===== src/rtl/serial_ctrl_if.sv =====
`default_nettype none
`timescale 1ns/1ps
// +--------------------------------------------------------------------------+
// | serial_ctrl_if : group handshake and output-memory write port            |
// | Rev 1.0                                                                  |
// +--------------------------------------------------------------------------+
interface serial_ctrl_if #(
  parameter int MWIDTH = 12
) ();
  logic              vec_valid;
  logic              vec_ready;
  logic              serial_we;
  logic              mem_we;
  logic [MWIDTH-1:0] mem_addr;

  // master: core side presenting result groups; slave: the sequencer
  modport master (
    output vec_valid,
    input  vec_ready,
    input  serial_we,
    input  mem_we,
    input  mem_addr
  );

  modport slave (
    input  vec_valid,
    output vec_ready,
    output serial_we,
    output mem_we,
    output mem_addr
  );
endinterface
`default_nettype wire


===== src/rtl/serial_ctrl.sv =====
`default_nettype none
`timescale 1ns/1ps
// +--------------------------------------------------------------------------+
// | serial_ctrl : vector-to-serial output sequencer (accept group, shift     |
// | CORE lanes, gate memory writes, pulse done).                             |
// | Optional macro SERIAL_CTRL_OVERLAP_EN: accept next group in last shift.  |
// | Rev 1.0                                                                  |
// +--------------------------------------------------------------------------+
module serial_ctrl #(
  parameter int CORE   = 8,
  parameter int LWIDTH = 10,
  parameter int MWIDTH = 12
) (
  input  wire logic              clk,
  input  wire logic              xrst,
  input  wire logic              start,
  input  wire logic [LWIDTH-1:0] out_size,
  input  wire logic [MWIDTH-1:0] base_addr,
  serial_ctrl_if.slave           bus,
  output logic                   busy,
  output logic                   done
);

  localparam int            CW     = $clog2(CORE + 1);
  localparam logic [CW-1:0] C_CORE = CW'(CORE);
  localparam logic [CW-1:0] C_ONE  = CW'(1);
`ifdef SERIAL_CTRL_OVERLAP_EN
  localparam logic          C_OVERLAP = 1'b1;
`else
  localparam logic          C_OVERLAP = 1'b0;
`endif

  typedef enum logic [1:0] {
    IDLE  = 2'd0,
    WAIT  = 2'd1,
    SHIFT = 2'd2,
    FIN   = 2'd3
  } state_t;

  state_t            r_state;
  logic [LWIDTH-1:0] r_size;
  logic [MWIDTH-1:0] r_addr;
  logic [LWIDTH:0]   r_written;
  logic [CW-1:0]     r_cnt;
  logic              r_vec_ready;
  logic              r_busy;
  logic              r_done;

  logic              w_accept;
  logic              w_we;
  logic              w_last;
  logic              w_more;
  logic              w_more_ahead;
  logic [LWIDTH:0]   w_size_ext;
  logic [LWIDTH:0]   w_written_nxt;
  logic [LWIDTH:0]   w_written_nxt_p1;

  assign w_size_ext       = {1'b0, r_size};
  assign w_accept         = bus.vec_valid & r_vec_ready;
  assign w_we             = (r_state == SHIFT) && (r_written < w_size_ext);
  assign w_written_nxt    = r_written + {{LWIDTH{1'b0}}, w_we};
  assign w_written_nxt_p1 = w_written_nxt + {{LWIDTH{1'b0}}, 1'b1};
  assign w_last           = (r_cnt == C_CORE);
  assign w_more           = (w_written_nxt < w_size_ext);
  // Lookahead one cycle: does the final shift cycle still leave outputs pending?
  assign w_more_ahead     = (w_written_nxt_p1 < w_size_ext);

  assign bus.vec_ready = r_vec_ready;
  assign bus.serial_we = w_accept;
  assign bus.mem_we    = w_we;
  assign bus.mem_addr  = r_addr + MWIDTH'(r_written);
  assign busy          = r_busy;
  assign done          = r_done;

  always_ff @(posedge clk or negedge xrst) begin
    if (!xrst) begin
      r_state     <= IDLE;
      r_size      <= '0;
      r_addr      <= '0;
      r_written   <= '0;
      r_cnt       <= '0;
      r_vec_ready <= 1'b0;
      r_busy      <= 1'b0;
      r_done      <= 1'b0;
    end else begin
      r_done <= 1'b0;
      case (r_state)
        IDLE: begin
          if (start) begin
            r_size    <= out_size;
            r_addr    <= base_addr;
            r_written <= '0;
            r_cnt     <= '0;
            r_busy    <= 1'b1;
            if (out_size == '0) begin
              r_state     <= FIN;
              r_done      <= 1'b1;
              r_vec_ready <= 1'b0;
            end else begin
              r_state     <= WAIT;
              r_vec_ready <= 1'b1;
            end
          end
        end
        WAIT: begin
          if (w_accept) begin
            r_state     <= SHIFT;
            r_cnt       <= C_ONE;
            r_vec_ready <= 1'b0;
          end
        end
        SHIFT: begin
          r_written <= w_written_nxt;
          if (!w_last) begin
            r_cnt       <= r_cnt + C_ONE;
            r_vec_ready <= C_OVERLAP && (r_cnt == (C_CORE - C_ONE)) && w_more_ahead;
          end else if (C_OVERLAP && w_accept) begin
            r_cnt       <= C_ONE;
            r_vec_ready <= 1'b0;
          end else if (w_more) begin
            r_state     <= WAIT;
            r_vec_ready <= 1'b1;
          end else begin
            r_state     <= FIN;
            r_vec_ready <= 1'b0;
            r_done      <= 1'b1;
          end
        end
        FIN: begin
          r_state <= IDLE;
          r_busy  <= 1'b0;
        end
        default: begin
          r_state <= IDLE;
        end
      endcase
    end
  end

endmodule
`default_nettype wire


===== src/flat_wrapper.sv =====
// flat-port wrapper written by rule: the top's interface ports become plain ports
module serial_ctrl_flat 
#(
  parameter int CORE   = 8,
  parameter int LWIDTH = 10,
  parameter int MWIDTH = 12
)
  (clk, xrst, start, out_size, base_addr, busy, done, bus_vec_valid, bus_vec_ready, bus_serial_we, bus_mem_we, bus_mem_addr);
  serial_ctrl_if #(.MWIDTH(MWIDTH)) bus_i ();
  input  wire logic clk;
  input  wire logic xrst;
  input  wire logic start;
  input  wire logic [LWIDTH-1:0] out_size;
  input  wire logic [MWIDTH-1:0] base_addr;
  output logic busy;
  output logic done;
  input wire logic [$bits(bus_i.vec_valid)-1:0] bus_vec_valid;
  output wire logic [$bits(bus_i.vec_ready)-1:0] bus_vec_ready;
  output wire logic [$bits(bus_i.serial_we)-1:0] bus_serial_we;
  output wire logic [$bits(bus_i.mem_we)-1:0] bus_mem_we;
  output wire logic [$bits(bus_i.mem_addr)-1:0] bus_mem_addr;
  assign bus_i.vec_valid = bus_vec_valid;
  assign bus_vec_ready = bus_i.vec_ready;
  assign bus_serial_we = bus_i.serial_we;
  assign bus_mem_we = bus_i.mem_we;
  assign bus_mem_addr = bus_i.mem_addr;
  serial_ctrl #(.CORE(CORE), .LWIDTH(LWIDTH), .MWIDTH(MWIDTH)) u_core (.clk(clk), .xrst(xrst), .start(start), .out_size(out_size), .base_addr(base_addr), .bus(bus_i), .busy(busy), .done(done));
endmodule

===== config.mk =====
export PLATFORM = sky130hd
export DESIGN_NAME = serial_ctrl_flat
export DESIGN_NICKNAME = d
export VERILOG_FILES = /design/src/rtl/serial_ctrl_if.sv /design/src/rtl/serial_ctrl.sv /design/src/flat_wrapper.sv
export SDC_FILE = /design/constraint.sdc
export NUM_CORES = 1
export LEC_CHECK = 0
export CAP_MARGIN = 40
export CELL_PAD_IN_SITES_DETAIL_PLACEMENT = 2
export CELL_PAD_IN_SITES_GLOBAL_PLACEMENT = 2
export CORE_MARGIN = 3
export CORE_UTILIZATION = 36
export CTS_CLUSTER_SIZE = 10
export DETAILED_ROUTE_END_ITERATION = 16
export PLACE_DENSITY = 0.87
export SLEW_MARGIN = 20
export SYNTH_ARGS = -nofsm -noshare
export SYNTH_HDL_FRONTEND = slang
export SYNTH_SLANG_ARGS = --single-unit
export TNS_END_PERCENT = 20

===== constraint.sdc =====
create_clock -name clk -period 6.8 [get_ports clk]
set_clock_uncertainty 0.05 [all_clocks]
set_input_delay 0.68 -clock clk [delete_from_list [all_inputs] [get_ports clk]]
set_output_delay 0.68 -clock clk [all_outputs]
set_load 0.02 [all_outputs]

# Word-level counts from Yosys, hierarchy flattened
# Cells that the tools add are included.
[classes]
n_addsub = 3
mul = 0
n_div = 0
n_lt_le_gt_ge = 2
n_eq_ne = 8
n_shift = 0
mux = 25
n_bitwise = 1
n_reduce_logical = 12
[op_table]
columns = ["operator", "n"]
rows = [
  ["$lt 11x10->1", 2],
  ["$pmux 11 s2", 1],
  ["$add 12x11->12", 1],
  ["$mux 4", 3],
  ["$pmux 4 s3", 1],
  ["$add 11x1->11", 1],
  ["$mux 11", 1],
  ["$logic_not 10->1", 1],
  ["$mux 1", 10],
  ["$mux 2", 5],
  ["$pmux 2 s4", 1],
  ["$ne 2x2->1 const B", 3],
  ["$reduce_and 2->1", 3],
  ["$reduce_and 3->1", 2],
  ["$add 4x1->4 const B", 1],
  ["$eq 2x2->1 const B", 2],
  ["$eq 4x4->1 const B", 1],
  ["$pmux 1 s2", 2],
  ["$reduce_and 4->1", 1],
  ["$reduce_bool 2->1", 2],
  ["$pmux 1 s3", 1],
  ["$reduce_bool 3->1", 1],
  ["$eq 2x1->1 const B", 1],
  ["$logic_not 2->1", 1],
  ["other kinds (3)", 3],
]
[totals]
reg_bits = 42
latchBits = 0
ram_bits = 0
rom_bits = 0
inputBits = 26
out_inout_bits = 17
wordCells = 59
n_memories = 0

# Depth between registers and ports, before layout
# Gate-level depths: netlist (run 1).
[logic_depth]
ltp_word = 7
depth_mapped = 18

# Least setup slack after synthesis (run 1)
# Ideal clock, no wire load.
[synth_path]
path_type = "reg2reg"
startpoint = "reg u_core.r_written[5]"
endpoint = "reg u_core.r_state[1]"
t_arrival_ns = 4.163
t_required_ns = 6.621
path_slack_ns = 2.458
stages_incl_launch_ff = 18
n_path_buf = 0
period_less_slack_ns = 4.342
cell_sequence = "dfrtp_1 ha_1 a21o_1 a21o_1 a21oi_1 o31ai_1 a31oi_1 ha_1 ha_1 nand2_1 nor2_1 and3_1 xor2_1 ha_1 a21o_2 a2111oi_4 o21ai_2 o41a_1"
[synth_between]
elab_chain_len = 7
[synth_lines]
columns = ["item", "line", "source"]
rows = [
  ["start: declaration", "serial_ctrl.sv:43", "logic [LWIDTH:0] r_written;"],
  ["start signal: assignment", "serial_ctrl.sv:113", "r_written <= w_written_nxt;"],
  ["$lt 11x10->1", "serial_ctrl.sv:60", "assign w_we = (r_state == SHIFT) && (r_written < w_size_ext);"],
  ["$logic_and 1x1->1", "serial_ctrl.sv:60", ""],
  ["net bus_mem_we", "flat_wrapper.sv:20", "output wire logic [$bits(bus_i.mem_we)-1:0] bus_mem_we;"],
  ["$add 11x1->11", "serial_ctrl.sv:61", "assign w_written_nxt = r_written + {{LWIDTH{1'b0}}, w_we};"],
  ["$lt 11x10->1", "serial_ctrl.sv:64", "assign w_more = (w_written_nxt < w_size_ext);"],
  ["$mux 2", "serial_ctrl.sv:120", "end else if (w_more) begin"],
  ["$mux 2", "serial_ctrl.sv:114", "if (!w_last) begin"],
  ["$pmux 2 s4", "serial_ctrl.sv:87", "case (r_state)"],
  ["end signal: assignment", "serial_ctrl.sv:96", "r_state <= FIN;"],
  ["end signal: assignment", "serial_ctrl.sv:121", "r_state <= WAIT;"],
  ["end signal: assignment", "serial_ctrl.sv:124", "r_state <= FIN;"],
  ["end: declaration", "serial_ctrl.sv:40", "state_t r_state;"],
]
# The timed path passes the listed nets, and every way through them passes these cells. The select of a mux whose other input is x is not followed.
# A chain may end at the register's enable or synchronous reset.

# Worst setup path after layout (run 1)
[layout_path]
startpoint = "reg u_core.r_written[5]"
endpoint = "reg u_core.r_state[1]"
[layout_between]
elab_chain_len = 7
[layout_lines]
columns = ["item", "line"]
rows = [
  ["$lt 11x10->1", "serial_ctrl.sv:60"],
  ["$logic_and 1x1->1", "serial_ctrl.sv:60"],
  ["$add 11x1->11 (*)", "serial_ctrl.sv:61"],
  ["$lt 11x10->1 (*)", "serial_ctrl.sv:64"],
  ["$mux 2 (*)", "serial_ctrl.sv:120"],
  ["$mux 2 (*)", "serial_ctrl.sv:114"],
  ["$pmux 2 s4 (*)", "serial_ctrl.sv:87"],
]
# Every way passes the cells marked *; elsewhere a longest branch is shown, timed or not. The select of a mux whose other input is x is not followed.

==> summary.md, run 1 <==
| Metric | Value |
|---|---|
| Status | complete, no violations |
| CTS sink count | 42 |
| Setup TNS | 0 ns |
| Post-Route WL | 8.34 mm |
| WL met1 | 3.78 mm |
| Worst Tran Pin Value | 0.842 ns |
| Initial core utilization | 37.7% |
| Max stage delay on crit path | 0.49 ns |
| Main flop type after synthesis | dfrtp_1 |
| Synth Area in Compound Gates | 20.0% |
| Total GRT Usage | 18.4% |
| Chip width | 96.7 µm |
| Sequential area share after synthesis | 35.5% |
| Clk buf depth | 2 |
| Ratio of cells with drive above 1 in the final layout | 6.61% |
| Slowest CP cell | dfrtp_1 |
| Max VDD drop | 0.0975 mV |
| Worst-path clk slew | 0.09 ns |
| Full die area | 0.00934 mm² |
| Pre-antenna DRT Iters | 4 |
| CP Capture Type | flip-flop |
| Worst endpoint required time | 6.95 ns |
| Grt total ovfl | 0 |
| Filler cell count | 873 |
| EDFF count, synth | 0 |
| Total of max-cap violations | 0 |
| Worst setup path class | reg2reg |
| Largest family of logic cells by synthesized area | compound AO/OA/AOI/OAI gates |
| Adder-Cell Fraction of Synth Area | 16.3% |
| Tightest Hold Check Type | in2async |
| WL per Instance | 17.9 µm |
| Most frequent CP cell | ha_1 |
| N_diodes | 0 |
| Critical path, cell by cell | ha_1, a21o_1, a21o_1, a21oi_1, o31ai_1, a31oi_1, ha_1, ha_1, nand2_1, nor2_1, and3_1, xor2_1, ha_1, a21o_2, a2111oi_4, o21ai_2, o41a_1 |
| Rel. slew slack | 43.9% |
| Number of antenna-violating nets in the routed design | 0 |
| R2R Setup Slk | 2.14 ns |
| Crit path DAT | 4.80 ns |
| Met3 wire length | 186 µm |
| Synth Area in Simple Gates | 15.2% |
| Mean Syn Cell Area | 9.25 µm² |
| Core Box Area | 0.00785 mm² |
| Post-CTS setup buffers | 0 |
| Final #Nets | 426 |
| Ports | 43 |
| P&R area growth vs syn | 21.6% |
| Period utilisation layout | 68.5% |
| Vias/cell | 5.52 |
| Cells after Synth | 320 |
| Ys async rst share | 100% |
| Largest net degree at the start of global routing | 31 |
| Final-report hold violation count | 0 |
| Initial antenna violation count | 0 |
| DPL Wire Length | 6.62 mm |
| CP max FO | 10 |
| Syn_nets | 384 |
| Highest routing layer actually used | met4 |
| Synth top area cells | dfrtp_1 36%, ha_1 16%, o21ai_0 5.8%, mux2_2 4.2%, nand2_1 3.4% |
| Synthesized area | 0.00296 mm² |
| PostCTS Resize Cnt | 0 |
| Hold buffer count at cts | 0 |
| H-tree levels | 2 |
| Pleak | 1.63 nW |
| FF-to-FF path depth | 17 |
| Share of the synthesized area in the top cell type | 35.5% |
| Post-Synth XOR/XNOR Area | 4.14% |
| Worst setup SP type | flip-flop |
| Post-synthesis mux area share | 4.52% |
| Dpl cells | 457 |
| CTS root buf | clkbuf_8 |
| Cell taking the most area after synthesis | dfrtp_1 |
| Top Family by Delay on Critical Path | compound AO/OA/AOI/OAI gates |
| Via count | 2569 |
| Number of cell rows | 32 |
| Achievable Freq | 0.215 GHz |
| CTS tree | built |
| Synth warn | 0 |
| Buffers on Ports | 42 |
| Slew Limit Fails | 0 |
| Final Instance Count excl. Fillers | 465 |
| Yosys cell types | 47 |
| 1st-iter DRT viols | 73 |
| Total power per unit cell area | 360 mW/mm² |
| Global-route wire length before repair | 14.2 mm |
| RSZ-0062 raised after global routing | no |
| CTS Buf Count | 5 |
| Worst-Skew Late Latency | 0.31 ns |
| Remaining DRCs | 0 |
| Met2 WL | 4.26 mm |
| Die Y | 96.7 µm |
| Buf/Inv on CP | 0 |
| # setup viols final | 0 |
| Vias in the first global route | 2878 |
| GPL Wtd Cong | 0.770 |
| CP Depth | 17 |
| Tmin final | 4.66 ns |
| Yosys reg bits | 42 |
-- cells by family (layout without fill, tap and decap cells) --
kind of cell | count (synthesis) | after routing
AND/OR/NAND/NOR | 92 | 92
AO/OA/AOI/OAI | 89 | 89
flip-flops | 42 | 42
adder cells (fa/ha/maj) | 38 | 38
buffers and inverters | 33 | 76
XOR/XNOR | 14 | 14
multiplexers | 12 | 12
-- cell usage in the layout (no fill, tap or decap), types with 4 or more instances in the layout --
| master | netlist | layout |
|---|---|---|
| nand4_1 | 6 | 6 |
| xnor2_1 | 9 | 9 |
| nand2_1 | 27 | 27 |
| nand3_1 | 12 | 12 |
| nor2_1 | 19 | 19 |
| ha_1 | 37 | 37 |
| a31oi_1 | 4 | 4 |
| xor2_1 | 5 | 5 |
| o31ai_1 | 4 | 4 |
| nand2b_1 | 4 | 4 |
| a22o_1 | 6 | 6 |
| a211oi_1 | 5 | 5 |
| nor3_1 | 4 | 4 |
| clkdlybuf4s50_1 | 0 | 41 |
| a21oi_1 | 13 | 13 |
| mux2_2 | 11 | 11 |
| a21o_1 | 5 | 5 |
| clkbuf_8 | 0 | 5 |
| o21ai_0 | 34 | 34 |
| inv_1 | 24 | 24 |
| dfrtp_1 | 42 | 42 |
-- flip-flops by register name (all words and copies together) (netlist names) --
register and flops:
u_core.r_addr 12, u_core.busy 1, u_core.bus.vec_ready 1, u_core.r_state 2, u_core.r_cnt 4, u_core.r_size 10
u_core.done 1, u_core.r_written 11
-- per-stage QoR --
step | area (µm²) | setup slack, ns | utilization (%) | total power, mW | hold slack, ns
after detailed placement | 3490 | 2.21 | 44.5 | 1.10 | 0.461
after floorplan | 2960 | 2.46 | - | 0.836 | 0.334
after global placement | 3470 | 2.45 | 44.3 | 1.05 | 0.442
after CTS | 3600 | 2.09 | 45.9 | 1.32 | 0.239
after global routing | 3600 | 1.81 | 45.9 | 1.40 | 0.240
final | 3600 | 2.14 | 45.9 | 1.30 | 0.230
-- where the power goes --
group | total, mW | leakage (nW) | internal (mW) | switching [mW]
clock | 0.208 | 0.0524 | 0.110 | 0.0976
combinational | 0.708 | 1.04 | 0.307 | 0.401
sequential | 0.380 | 0.534 | 0.331 | 0.0487
-- cell usage after synthesis, drive strengths merged (2+ instances only) --
cell type,instances
and3,3
a21oi,13
nand3,13
nand3b,3
nand2b,4
o21a,3
or3,2
a22o,6
o31ai,4
a31oi,4
nor2b,3
o21ai,35
nor3,4
a21o,6
inv,24
clkbuf,6
o31a,2
xor2,5
or4,2
dfrtp,42
nand2,27
ha,37
xnor2,9
buf,3
nor2,19
nand4,6
nor4,3
and2,3
mux2,11
a211oi,5
-- path summary, 6_finish.rpt --
kind | startpoint | end
worst max-delay path | u_core.r_written[5]$_DFFE_PN0P_ | u_core.r_state[1]$_DFFE_PN0P_
worst min-delay path | xrst | u_core.r_state[0]$_DFFE_PN0P_
worst max register to register | u_core.r_written[5]$_DFFE_PN0P_ | u_core.r_state[1]$_DFFE_PN0P_
worst min register to register | u_core.busy$_DFFE_PN0P_ | u_core.busy$_DFFE_PN0P_
max in group asynchronous | xrst | u_core.r_written[1]$_DFFE_PN0P_
min in group clk | u_core.busy$_DFFE_PN0P_ | u_core.busy$_DFFE_PN0P_
-- layout make-up --
| type | instances | area (µm²) | share of cell area [%] |
|---|---|---|---|
| timing repair buffer | 44 | 443 | 12.3 |
| tap | 102 | 128 | 3.55 |
| sequential | 42 | 1050 | 29.2 |
| multi-input combinational | 245 | 1780 | 49.5 |
| inverter | 24 | 90.1 | 2.50 |
| clock inverter | 1 | 30.0 | 0.834 |
| clock buffer | 7 | 76.3 | 2.12 |
-- routing by layer --
layer	GRT usage, %	up-vias
met4	4.97	0
met2	33.7	37
met3	2.31	8
li1	-	1242
met5	0	-
met1	22.6	1282
No activity file was read; power rests on OpenSTA's default activity.
==> run 2, diff against run 1 <==
CORE_UTILIZATION = 34   (was 36)
PLACE_DENSITY = 0.83   (was 0.87)
clock period = 4.5 ns   (was 6.8 ns; I/O delays follow)
==> summary.md, run 2 (synthesis results as in run 1) <==
| Metric | Value |
|---|---|
| H-tree levels | 2 (unchanged) |
| Hold buffer count at cts | 0 (unchanged) |
| Core Box Area | 0.00834 mm² (+6.3%) |
| Largest net degree at the start of global routing | 36 (+16%) |
| P&R area growth vs syn | 23.0% |
| Worst Tran Pin Value | 0.859 ns (+0.0173 ns) |
| Tightest Hold Check Type | in2async |
| Net Sw Frac | 43.2% (+0.91 points) |
| FF-to-FF path depth | 18 (+1) |
| Clock Power Share | 13.6% (-2.4 points) |
| CTS root buf | clkbuf_8 |
| # setup viols final | 0 (unchanged) |
| R2R Setup Slk | 0.27 ns (-1.87 ns) |
| Number of cell rows | 33 (+3.1%) |
| Max reg flops | 12 (unchanged) |
| RSZ-0062 raised after global routing | no |
| Pre-antenna DRT Iters | 4 (unchanged) |
| Status | complete, no violations |
| Via count | 2609 (+1.6%) |
| Initial core utilization | 35.5% (-2.2 points) |
| Total of max-cap violations | 0 (unchanged) |
| DPL Wire Length | 6.93 mm (+4.7%) |
| Setup TNS | 0 ns (unchanged) |
| Total power per unit cell area | 529 mW/mm² (+47%) |
| Tmin final | 4.23 ns (-0.431 ns) |
| Worst setup SP type | flip-flop |
| Final Instance Area | 0.00364 mm² (+1.1%) |
| Combinational power share | 56.7% (+2.1 points) |
| Grt total ovfl | 0 (unchanged) |
| Slew Limit Fails | 0 (unchanged) |
| Rel. slew slack | 42.7% (-1.2 points) |
| Placed Area | 0.00354 mm² (+1.4%) |
| CTS Buf Count | 5 (unchanged) |
| Chip width | 99.3 µm (+2.7%) |
| Remaining DRCs | 0 (unchanged) |
| Worst endpoint required time | 4.63 ns (-2.32 ns) |
| Internal | 1.09 mW (+46%) |
| Top reg by flops | u_core.r_addr |
| WHS | 0.100 ns (-0.130 ns) |
| Commonest non-fill, non-tap cell in the layout | dfrtp_1 |
| Initial antenna violation count | 0 (unchanged) |
| Sequential power share | 29.7% (+0.4 points) |
| Ports | 43 (unchanged) |
| Final-report hold violation count | 0 (unchanged) |
| Clk buf depth | 2 (unchanged) |
| N_diodes | 0 (unchanged) |
| Biggest regs | u_core.r_addr (12), u_core.r_written (11), u_core.r_size (10) |
| Global-route wire length before repair | 14.8 mm (+4.7%) |
| CTS sink count | 42 (unchanged) |
| Post-Route WL | 8.73 mm (+4.7%) |
| Vias/cell | 5.52 (-0.16%) |
| Full die area | 0.00986 mm² (+5.5%) |
| Worst-Skew Late Latency | 0.30 ns (about the same) |
| Filler cell count | 926 (+6.1%) |
| GPL Wtd Cong | 0.751 (-2.5%) |
| Worst-path clk slew | 0.09 ns (about the same) |
| CTS tree | built |
| Psw | 0.831 mW (+52%) |
| Worst setup path class | reg2reg |
| Pleak | 1.65 nW (+1.2%) |
| Multi-input combinational cell area | 0.00179 mm² (+0.28%) |
| WL per Instance | 18.5 µm (+3.0%) |
| Vias in the first global route | 2861 (-0.59%) |
| Total GRT Usage | 18.9% (+0.50 points) |
| Most frequent cells in the layout | 42 x dfrtp_1, 41 x clkdlybuf4s50_1, 35 x ha_1 |
| Die Y | 99.3 µm (+2.7%) |
| Achievable Freq | 0.237 GHz (+10%) |
| Register area | 0.00105 mm² (unchanged) |
| Buffers on Ports | 42 (unchanged) |
| Crit path DAT | 4.36 ns (-0.44 ns) |
| CP Capture Type | flip-flop |
| Final #Nets | 431 (+1.2%) |
| Ratio of cells with drive above 1 in the final layout | 8.70% (+2.1 points) |
| CP max FO | 5 (-5) |
| Max VDD drop | 0.135 mV (+38%) |
| Number of antenna-violating nets in the routed design | 0 (unchanged) |
| 1st-iter DRT viols | 67 (-8.2%) |
| Period utilisation layout | 93.9% (+25 points) |
## run 2: layout make-up
type                       count  area share, %
tap                          105           3.61
inverter                      24           2.48
timing repair buffer          49           13.4
clock buffer                   7           2.37
multi-input combinational    245           49.1
sequential                    42           28.9
clock inverter                 1          0.138
## run 2: through the flow
| stage | setup slack [ns] | instances | utilization, % | power (mW) |
|---|---|---|---|---|
| floorplan | 0.158 | 320 | - | 1.26 |
| global placement | 0.502 | 464 | 42.1 | 1.60 |
| detailed placement | 0.255 | 465 | 42.5 | 1.67 |
| CTS | 0.210 | 473 | 43.6 | 1.96 |
| global route | 0.00718 | 473 | 43.6 | 2.10 |
| finish | 0.274 | 473 | 43.6 | 1.93 |
## run 2: critical path, cell delays in order (launching register included)
cell	delay [ns]
dfrtp_1	0.36
inv_1	0.10
ha_1	0.27
a21o_1	0.19
a21o_1	0.17
a21oi_1	0.15
o31ai_1	0.10
a31oi_1	0.26
ha_2	0.25
ha_2	0.23
nand2_1	0.11
nor2_1	0.13
and3_1	0.18
xor2_1	0.20
ha_1	0.29
a21o_2	0.22
a2111oi_4	0.35
o21ai_2	0.13
o41a_1	0.38
## run 2: worst paths after layout
kind,startpoint,end
setup / recovery,u_core.r_size[5]$_DFFE_PN0P_,u_core.r_state[1]$_DFFE_PN0P_
setup reg to reg,u_core.r_size[5]$_DFFE_PN0P_,u_core.r_state[1]$_DFFE_PN0P_
hold reg to reg,u_core.r_addr[6]$_DFFE_PN0P_,u_core.r_addr[6]$_DFFE_PN0P_
min in group clk,u_core.r_addr[6]$_DFFE_PN0P_,u_core.r_addr[6]$_DFFE_PN0P_
hold / removal,xrst,u_core.r_addr[10]$_DFFE_PN0P_
max in group asynchronous,xrst,u_core.r_written[5]$_DFFE_PN0P_
## run 2: repair_timing
| item | CTS | global route |
|---|---|---|
| buffers inserted | 0 | 0 |
| resized for setup | 0 | 2 |
| endpoints found under the setup margin | 0 | 2 |
## run 2: metal layers
layer	track usage (%)	vias to the layer above	share of wire, %	routed length [µm]
li1	-	1262	-	-
met1	23.4	1295	44	3860
met2	34.5	42	52	4510
met3	2.10	10	2.6	223
met4	5.46	0	1.7	148
met5	0	-	0	0
## run 2: power by group through the flow
stage               Clock [mW]  Sequential (mW)  Combinational [mW]
detailed placement           0            0.582                1.09
global placement             0            0.573                1.03
CTS                      0.274            0.575                1.11
finish                   0.261            0.572                1.09
global route             0.287            0.587                1.22
floorplan                    0            0.566               0.697
==> run 3, diff against run 2 <==
SLEW_MARGIN = not set   (was 20)
==> summary.md, run 3 (synthesis results as in run 1) <==
| Metric | Value |
|---|---|
| Status | complete, no violations |
| P&R area growth vs syn | 24.6% |
| Total of max-cap violations | 0 (unchanged) |
| DPL Wire Length | 6.87 mm (-0.88%) |
| H-tree levels | 2 (unchanged) |
| Placed Area | 0.00353 mm² (-0.21%) |
| Buffers on Ports | 42 (unchanged) |
| Remaining DRCs | 0 (unchanged) |
| Final-report hold violation count | 0 (unchanged) |
| Buf/Inv on CP | 0 (-1) |
| CTS sink count | 42 (unchanged) |
| Total power per unit cell area | 535 mW/mm² (+1.2%) |
| CP Capture Type | flip-flop |
| Worst Tran Pin Value | 0.873 ns (+0.0135 ns) |
| Most frequent cells in the layout | 41 x clkdlybuf4s50_1, 41 x dfrtp_1, 35 x ha_1 |
| Tot Pwr | 1.97 mW (+2.5%) |
| Worst-Skew Late Latency | 0.30 ns (about the same) |
| CP max FO | 7 (+2) |
| Max stage delay on crit path | 0.48 ns (+0.10 ns) |
| CTS root buf | clkbuf_8 |
| GPL Wtd Cong | 0.751 (unchanged) |
| Via count | 2647 (+1.5%) |
| Number of antenna-violating nets in the routed design | 0 (unchanged) |
| Final #Nets | 433 (+0.46%) |
| Rel. slew slack | 41.8% (-0.90 points) |
| Initial core utilization | 35.5% (unchanged) |
| Chip width | 99.3 µm (unchanged) |
| CTS tree | built |
| Final Instance Count excl. Fillers | 475 (+0.42%) |
| Critical path, cell by cell | ha_1, a21o_1, a211oi_1, o31ai_1, a31oi_1, ha_2, ha_4, nand2_1, nor2_1, and3_1, xor2_2, ha_1, a21o_2, a2111oi_4, o21ai_2, o41a_1 |
| Worst endpoint required time | 4.63 ns (about the same) |
| Max VDD drop | 0.173 mV (+29%) |
| CP Depth | 16 (-2) |
| Clk buf depth | 2 (unchanged) |
| Max reg flops | 12 (unchanged) |
| Tmin final | 4.22 ns (-0.00509 ns) |
| Final Instance Area | 0.00369 mm² (+1.3%) |
| Filler cell count | 900 (-2.8%) |
| R2R Setup Slk | 0.28 ns (about the same) |
| Period utilisation layout | 93.8% (-0.11 points) |
| Pleak | 1.66 nW (+0.81%) |
| Vias/cell | 5.57 (+1.0%) |
| Worst setup path class | reg2reg |
| Top reg by flops | u_core.r_addr |
| Full die area | 0.00986 mm² (unchanged) |
| Most frequent CP cell | ha_1 |
| Largest net degree at the start of global routing | 37 (+2.8%) |
| Total GRT Usage | 19.1% (+0.24 points) |
| Biggest regs | u_core.r_addr (12), u_core.r_written (11), u_core.r_size (10) |
| Ratio of cells with drive above 1 in the final layout | 9.73% (+1.0 points) |
| # setup viols final | 0 (unchanged) |
| 1st-iter DRT viols | 112 (+67%) |
| Grt total ovfl | 0 (unchanged) |
| Pre-antenna DRT Iters | 4 (unchanged) |
| Vias in the first global route | 2859 (-0.070%) |
| Number of cell rows | 33 (unchanged) |
| Final Worst Setup Slack | 0.279 ns (+0.00509 ns) |
| Worst setup SP type | flip-flop |
| FF-to-FF path depth | 16 (-2) |
| Ports | 43 (unchanged) |
| Top Family by Delay on Critical Path | compound AO/OA/AOI/OAI gates |
| Worst-path clk slew | 0.09 ns (about the same) |
| CTS Buf Count | 5 (unchanged) |
| WL per Instance | 19.2 µm (+3.9%) |
| Initial antenna violation count | 0 (unchanged) |
| Slowest CP cell | dfrtp_2 |
| Dpl cells | 465 (unchanged) |
| Tightest Hold Check Type | in2async |
| Post-Route WL | 9.11 mm (+4.3%) |
| Die Y | 99.3 µm (unchanged) |
| Crit path DAT | 4.36 ns (about the same) |
| Dpl ws | 0.229 ns (-0.0260 ns) |
| Achievable Freq | 0.237 GHz (+0.12%) |
| Core Box Area | 0.00834 mm² (unchanged) |
| Global-route wire length before repair | 15.0 mm (+1.0%) |
| Slew Limit Fails | 0 (unchanged) |
| N_diodes | 0 (unchanged) |
## run 3: area by class of cell
| type | instances | area (µm²) | area share, % |
|---|---|---|---|
| clock buffers | 8 | 110 | 2.99 |
| multi-input cells | 245 | 1800 | 48.9 |
| flip-flops and latches | 42 | 1050 | 28.5 |
| well taps | 105 | 131 | 3.56 |
| inverters | 24 | 90.1 | 2.44 |
| repair buffers | 51 | 498 | 13.5 |
## run 3: metrics by stage
step	util (%)	hold WS (ns)	setup TNS [ns]
floorplan	-	0.104	0
global placement	42.1	0.444	0
detailed placement	42.4	0.273	0
CTS	43.8	0.469	0
global route	44.2	0.479	-0.0201
finish	44.2	0.462	0
## run 3: where the power goes
part	switching [mW]	internal [mW]	total, mW
clock	0.143	0.155	0.298
sequential	0.0727	0.501	0.573
combinational	0.628	0.474	1.10
## run 3: final timing paths
| kind | to | startpoint |
|---|---|---|
| worst max-delay path | u_core.r_state[1]$_DFFE_PN0P_ | u_core.r_written[1]$_DFFE_PN0P_ |
| worst min-delay path | u_core.r_addr[10]$_DFFE_PN0P_ | xrst |
| worst max register to register | u_core.r_state[1]$_DFFE_PN0P_ | u_core.r_written[1]$_DFFE_PN0P_ |
| worst min register to register | u_core.r_addr[0]$_DFFE_PN0P_ | u_core.r_addr[0]$_DFFE_PN0P_ |
| max in group asynchronous | u_core.r_written[1]$_DFFE_PN0P_ | xrst |
| min in group clk | u_core.r_addr[0]$_DFFE_PN0P_ | u_core.r_addr[0]$_DFFE_PN0P_ |
## run 3: worst reg2reg max path: stages (launching register included)
cell and delay, ns:
dfrtp_2 0.48, ha_1 0.31, a21o_1 0.15, a211oi_1 0.28, o31ai_1 0.13, a31oi_1 0.22, ha_2 0.27, ha_4 0.18
nand2_1 0.12, nor2_1 0.17, and3_1 0.23, xor2_2 0.18, ha_1 0.28, a21o_2 0.22, a2111oi_4 0.34, o21ai_2 0.12
o41a_1 0.37
## run 3: timing repair
| item | CTS | global route |
|---|---|---|
| endpoints found under the hold margin | 6 | 0 |
| endpoints found under the setup margin | 0 | 3 |
| gates resized for setup | 0 | 5 |
| hold buffers | 1 | 0 |
| setup buffers | 0 | 1 |
## run 3: metal layers
metal	part of all wire, %	routed length, µm	up-vias	global-route usage (%)
met5	0	0	-	0
met4	2.0	183	0	6.09
met3	2.9	263	11	2.52
met2	52	4760	44	34.4
met1	43	3910	1338	23.6
li1	-	-	1254	-
